==> src/rtl/selen_mem_pkg.sv <==
// Shared memory-fetch definitions: FSM encoding, error data default, address fields.
package selen_mem_pkg;

  localparam int unsigned DATA_W       = 32;
  localparam int unsigned ROM_ADDR_W   = 16;
  localparam int unsigned ADDR_IDX_LSB = 2;
  localparam int unsigned ADDR_IDX_MSB = 17;
  localparam int unsigned ADDR_HI_LSB  = 18;

  localparam logic [DATA_W-1:0] ERR_DATA_DEFAULT = 32'hDEADBEEF;

  localparam logic [1:0] ST_IDLE   = 2'd0;
  localparam logic [1:0] ST_ACCESS = 2'd1;
  localparam logic [1:0] ST_RESP   = 2'd2;

endpackage

==> src/rtl/rom_fetch_ctrl.sv <==
// Core-to-ROM fetch controller: one outstanding request, registered outputs.
// Optional ACCESS watchdog enabled by defining ROM_FETCH_CTRL_TIMEOUT_EN.
module rom_fetch_ctrl
  import selen_mem_pkg::*;
#(
  parameter int unsigned       ROM_WORDS = 7,
  parameter int unsigned       TIMEOUT   = 15,
  parameter logic [DATA_W-1:0] ERR_DATA  = ERR_DATA_DEFAULT
) (
  input  logic                  sys_clk,
  input  logic                  sys_rst_n,
  input  logic                  req_val_i,
  output logic                  req_rdy_o,
  input  logic [DATA_W-1:0]     req_addr_i,
  output logic                  rsp_val_o,
  input  logic                  rsp_rdy_i,
  output logic [DATA_W-1:0]     rsp_data_o,
  output logic                  rsp_err_o,
  output logic                  rom_stb_o,
  output logic [ROM_ADDR_W-1:0] rom_addr_o,
  input  logic                  rom_ack_i,
  input  logic [DATA_W-1:0]     rom_data_i
);

  if (TIMEOUT == 0 || ROM_WORDS == 0) begin : g_param_check
    $error("rom_fetch_ctrl: TIMEOUT and ROM_WORDS must be non-zero");
  end

  logic [1:0]            state_q, state_d;
  logic                  req_rdy_d, rsp_val_d, rsp_err_d, rom_stb_d;
  logic [DATA_W-1:0]     rsp_data_d;
  logic [ROM_ADDR_W-1:0] rom_addr_d;
  logic [ROM_ADDR_W-1:0] req_idx;
  logic                  req_bad;

`ifdef ROM_FETCH_CTRL_TIMEOUT_EN
  localparam int unsigned CNT_W = (TIMEOUT > 1) ? $clog2(TIMEOUT) : 1;
  logic [CNT_W-1:0] cnt_q, cnt_d;
`endif

  // Request decode: misaligned, above the word field, or past the last ROM word.
  assign req_idx = req_addr_i[ADDR_IDX_MSB:ADDR_IDX_LSB];
  assign req_bad = (req_addr_i[ADDR_IDX_LSB-1:0] != '0) ||
                   (req_addr_i[DATA_W-1:ADDR_HI_LSB] != '0) ||
                   (32'(req_idx) >= ROM_WORDS);

  always_ff @(posedge sys_clk or negedge sys_rst_n) begin
    if (!sys_rst_n) begin
      state_q    <= ST_IDLE;
      req_rdy_o  <= 1'b1;
      rsp_val_o  <= 1'b0;
      rsp_err_o  <= 1'b0;
      rsp_data_o <= '0;
      rom_stb_o  <= 1'b0;
      rom_addr_o <= '0;
`ifdef ROM_FETCH_CTRL_TIMEOUT_EN
      cnt_q      <= '0;
`endif
    end else begin
      state_q    <= state_d;
      req_rdy_o  <= req_rdy_d;
      rsp_val_o  <= rsp_val_d;
      rsp_err_o  <= rsp_err_d;
      rsp_data_o <= rsp_data_d;
      rom_stb_o  <= rom_stb_d;
      rom_addr_o <= rom_addr_d;
`ifdef ROM_FETCH_CTRL_TIMEOUT_EN
      cnt_q      <= cnt_d;
`endif
    end
  end

  // Next state and next registered outputs; rom_ack_i only matters in ACCESS.
  always_comb begin
    state_d    = state_q;
    req_rdy_d  = req_rdy_o;
    rsp_val_d  = rsp_val_o;
    rsp_err_d  = rsp_err_o;
    rsp_data_d = rsp_data_o;
    rom_stb_d  = rom_stb_o;
    rom_addr_d = rom_addr_o;
`ifdef ROM_FETCH_CTRL_TIMEOUT_EN
    cnt_d      = cnt_q;
`endif
    case (state_q)
      ST_IDLE: begin
        if (req_val_i && req_rdy_o) begin
          req_rdy_d  = 1'b0;
          rom_addr_d = req_idx;
          if (req_bad) begin
            state_d    = ST_RESP;
            rsp_val_d  = 1'b1;
            rsp_err_d  = 1'b1;
            rsp_data_d = ERR_DATA;
          end else begin
            state_d   = ST_ACCESS;
            rom_stb_d = 1'b1;
`ifdef ROM_FETCH_CTRL_TIMEOUT_EN
            cnt_d     = '0;
`endif
          end
        end
      end
      ST_ACCESS: begin
        if (rom_ack_i) begin
          state_d    = ST_RESP;
          rom_stb_d  = 1'b0;
          rsp_val_d  = 1'b1;
          rsp_err_d  = 1'b0;
          rsp_data_d = rom_data_i;
        end
`ifdef ROM_FETCH_CTRL_TIMEOUT_EN
        else if (cnt_q == CNT_W'(TIMEOUT - 1)) begin
          state_d    = ST_RESP;
          rom_stb_d  = 1'b0;
          rsp_val_d  = 1'b1;
          rsp_err_d  = 1'b1;
          rsp_data_d = ERR_DATA;
        end else begin
          cnt_d = cnt_q + CNT_W'(1);
        end
`endif
      end
      ST_RESP: begin
        if (rsp_rdy_i) begin
          state_d   = ST_IDLE;
          rsp_val_d = 1'b0;
          rsp_err_d = 1'b0;
          req_rdy_d = 1'b1;
        end
      end
      default: begin
        state_d   = ST_IDLE;
        req_rdy_d = 1'b1;
        rsp_val_d = 1'b0;
        rsp_err_d = 1'b0;
        rom_stb_d = 1'b0;
      end
    endcase
  end

endmodule

==> config.mk <==
export PLATFORM = sky130hd
export DESIGN_NAME = rom_fetch_ctrl
export DESIGN_NICKNAME = d
export VERILOG_FILES = /design/src/rtl/selen_mem_pkg.sv /design/src/rtl/rom_fetch_ctrl.sv
export SDC_FILE = /design/constraint.sdc
export NUM_CORES = 1
export LEC_CHECK = 0
export CAP_MARGIN = 15
export CORE_AREA = 2 2 78 80
export CTS_CLUSTER_SIZE = 8
export DETAILED_ROUTE_END_ITERATION = 16
export DIE_AREA = 0 0 80 82
export MAX_ROUTING_LAYER = met4
export PLACE_DENSITY = 0.84
export SLEW_MARGIN = 40
export SYNTH_ARGS = -nofsm -noshare
export SYNTH_HDL_FRONTEND = slang
export SYNTH_SLANG_ARGS = --single-unit
==> constraint.sdc <==
create_clock -name sys_clk -period 4.1 [get_ports sys_clk]
set_input_delay 0.615 -clock sys_clk [delete_from_list [all_inputs] [get_ports sys_clk]]
set_output_delay 0.615 -clock sys_clk [all_outputs]
set_load 0.1 [all_outputs]
==> out/metrics.csv <==
metric;value;unit
worstSkewPairLatency;300;ps
ys_seq_area_frac;0.562;
crit_fanout;33;
period_share;0.661;
synth-simple-area-share;0.0764;
drv_slew;0;
setup-violations-final;0;
die_area;0.00656;mm^2
ios;121;
synth_adder_area_share;0;
synth_top_family_by_area;compound AO/OA/AOI/OAI gates;
via_count;2012;
clk_pin_slew;100;ps
die_h;82;um
grt_pass1_vias;1929;
rsz0062_at_grt;false;
fin_skew;14.6;ps
die_w;80;um
critPathRequiredTime;4290;ps
viasPerCell;5.17;
yosys.cell_types.count;31;
clkSinkCount;54;
synth_edf_count;0;
fill_cells;510;
ys_warn_count;0;
r2r-start;state_q[1];
tightest_slew;717;ps
async_reset_ff_frac;1.00;
finalPower;0.00305;W
setup_tns;0;ps
synth_fp_nets;265;
critPathArrivalTime;2890;ps
fmax;0.369;GHz
dr.pass1.iters;4;
post-route-drc-count;0;
power_density;872;mW/mm^2
numPortBuffers;120;
p_leak;1.47;nW
hold_path.class;primary input to async pin;
num_rows;28;
utilization;0.608;
clockBufferDepth;2;
cts_tree;yes;
r2r.worst_path.cells;3;
status;completed;
initial_utilization;0.419;
dp_hpwl;4220;um
cts_resized;0;
place_inst;381;
wl_per_cell;14.6;um
grt_max_degree;55;
syn_inst;196;
fp.coreArea;0.00575;mm^2
numCtsBuffers;5;
max_slew_margin;0.522;
cts_hold_buf;0;
gp_congestion;0.656;
regToRegEndpoint;rsp_data_o[13];
worstSetupStartpointType;primary input;
totalWireLength;5660;um
synthMuxAreaShare;0.0748;
cts_root_buffer;clkbuf_8;
synth_top_flop_cell;dfrtp_1;
final_cells;389;
nets;382;
grt_pass1_wl;9040;um
postRouteAntennaNets;0;
ys_seq_elements;54;
cp-end-kind;register;
htree_levels;2;
drive_above_1_share;0.280;
worst-setup-path-type;primary input to register;
areaGrowthSynthToFinish;45.1;%
ir_drop;0.657;mV
synth_xor_xnor_area_share;0;
synth-compound-area-share;0.235;
rrSetupSlack;2010;ps
syn_area_per_cell;12.3;um^2
track_usage;0.182;
finalHoldViolCount;0;
whs;410;ps
diodes;0;
max-cap-violations;0;
synth_area;0.00241;mm^2
grt-ovfl-total;0;
min_period;2710;ps
cts_setup_buffers;0;
drt-initial-drc-count;98;
antenna_found_initial;0;
## cell usage in the layout (no fill, tap or decap), types with 2 or more instances in the layout
cell type,n
o21ai_1,8
buf_2,53
o21ai_0,3
dfrtp_1,53
a21oi_1,4
o22a_1,24
o21a_1,24
mux2_2,16
or2_2,2
buf_4,2
nor4_1,2
inv_1,9
nor3_1,4
clkbuf_8,6
nand4_1,2
a22oi_1,8
nor4_2,4
nand2_1,4
nor2_1,5
clkdlybuf4s50_1,67
## state kept, by name, summed over array words and instances (netlist names)
register / flops
rsp_data_o: 32
rom_addr_o: 16
rom_stb_o: 1
rsp_err_o: 1
rsp_val_o: 1
req_rdy_o: 1
state_q: 2
## report_power, final
part	switching, W	internal (W)
Combinational	0.00151	0.000346
Sequential	0.000117	0.000710
Clock	0.000166	0.000199
Total	0.00179	0.00126
## worst max path at each step
stage              startpoint              to  slack (ps)  cells past startpoint
6_report        req_addr_i[1]  rsp_data_o[13]        1390                      5
5_1_grt        req_addr_i[20]  rsp_data_o[19]        1230                      5
4_1_cts         req_addr_i[1]  rsp_data_o[13]        1380                      5
3_5_place_dp    req_addr_i[1]      state_q[1]        1050                      5
3_3_place_gp    req_addr_i[1]      state_q[1]        1030                      5
2_1_floorplan       req_rdy_o  rom_addr_o[10]        2000                      4
## Yosys cell counts (2+ instances only)
| library cell | instances | area share |
|---|---|---|
| inv_1 | 9 | 0.014 |
| dfrtp_1 | 53 | 0.55 |
| o21ai_1 | 8 | 0.017 |
| nand2_1 | 4 | 0.0062 |
| buf_2 | 4 | 0.0083 |
| o21ai_0 | 3 | 0.0062 |
| nand4_1 | 2 | 0.0052 |
| o21a_1 | 24 | 0.075 |
| or2_2 | 2 | 0.0052 |
| a21oi_1 | 5 | 0.010 |
| nor3_1 | 4 | 0.0083 |
| mux2_2 | 16 | 0.075 |
| nor4_2 | 4 | 0.021 |
| o22a_1 | 24 | 0.087 |
| nor2_1 | 5 | 0.0078 |
| nor4_1 | 2 | 0.0052 |
| clkbuf_1 | 4 | 0.0062 |
| a22oi_1 | 8 | 0.025 |
| buf_8 | 3 | 0.019 |
## per-layer routing
layer	wire [um]	part of all wire	up-vias	global-route usage
met3	574	0.10	4	0.0571
met1	2430	0.43	949	0.215
met4	38	0.0067	0	0.0356
met2	2610	0.46	101	0.311
met5	0	0	-	-
li1	-	-	958	-
## cell families after synthesis
kind of cell,count (synthesis)
buf+inv,21
flops,54
mux,16
compound gates,76
simple gates,29
## critical path, cell delays in order
cell	delay, ps
clkdlybuf4s50_1	400
nor4_1	320
nand4_1	230
or4b_2	1020
o21a_1	300
## metrics by stage
step	setup slack, ps	area [um^2]
6_report	1390	3490
4_1_cts	1380	3490
5_1_grt	1230	3490
3_5_place_dp	1050	3370
3_3_place_gp	1030	3620
2_1_floorplan	2000	2410
## final cells by class
type                       instances  area, um^2  share of cell area
clock buffer                       7        86.3              0.0247
clock inverter                     1        30.0             0.00860
inverter                           9        33.8             0.00967
multi-input combinational        121         946               0.271
sequential                        54        1350               0.387
tap                               75        93.8              0.0269
timing repair buffer             122         951               0.272
Note: power is estimated with default switching activity, not from simulation.
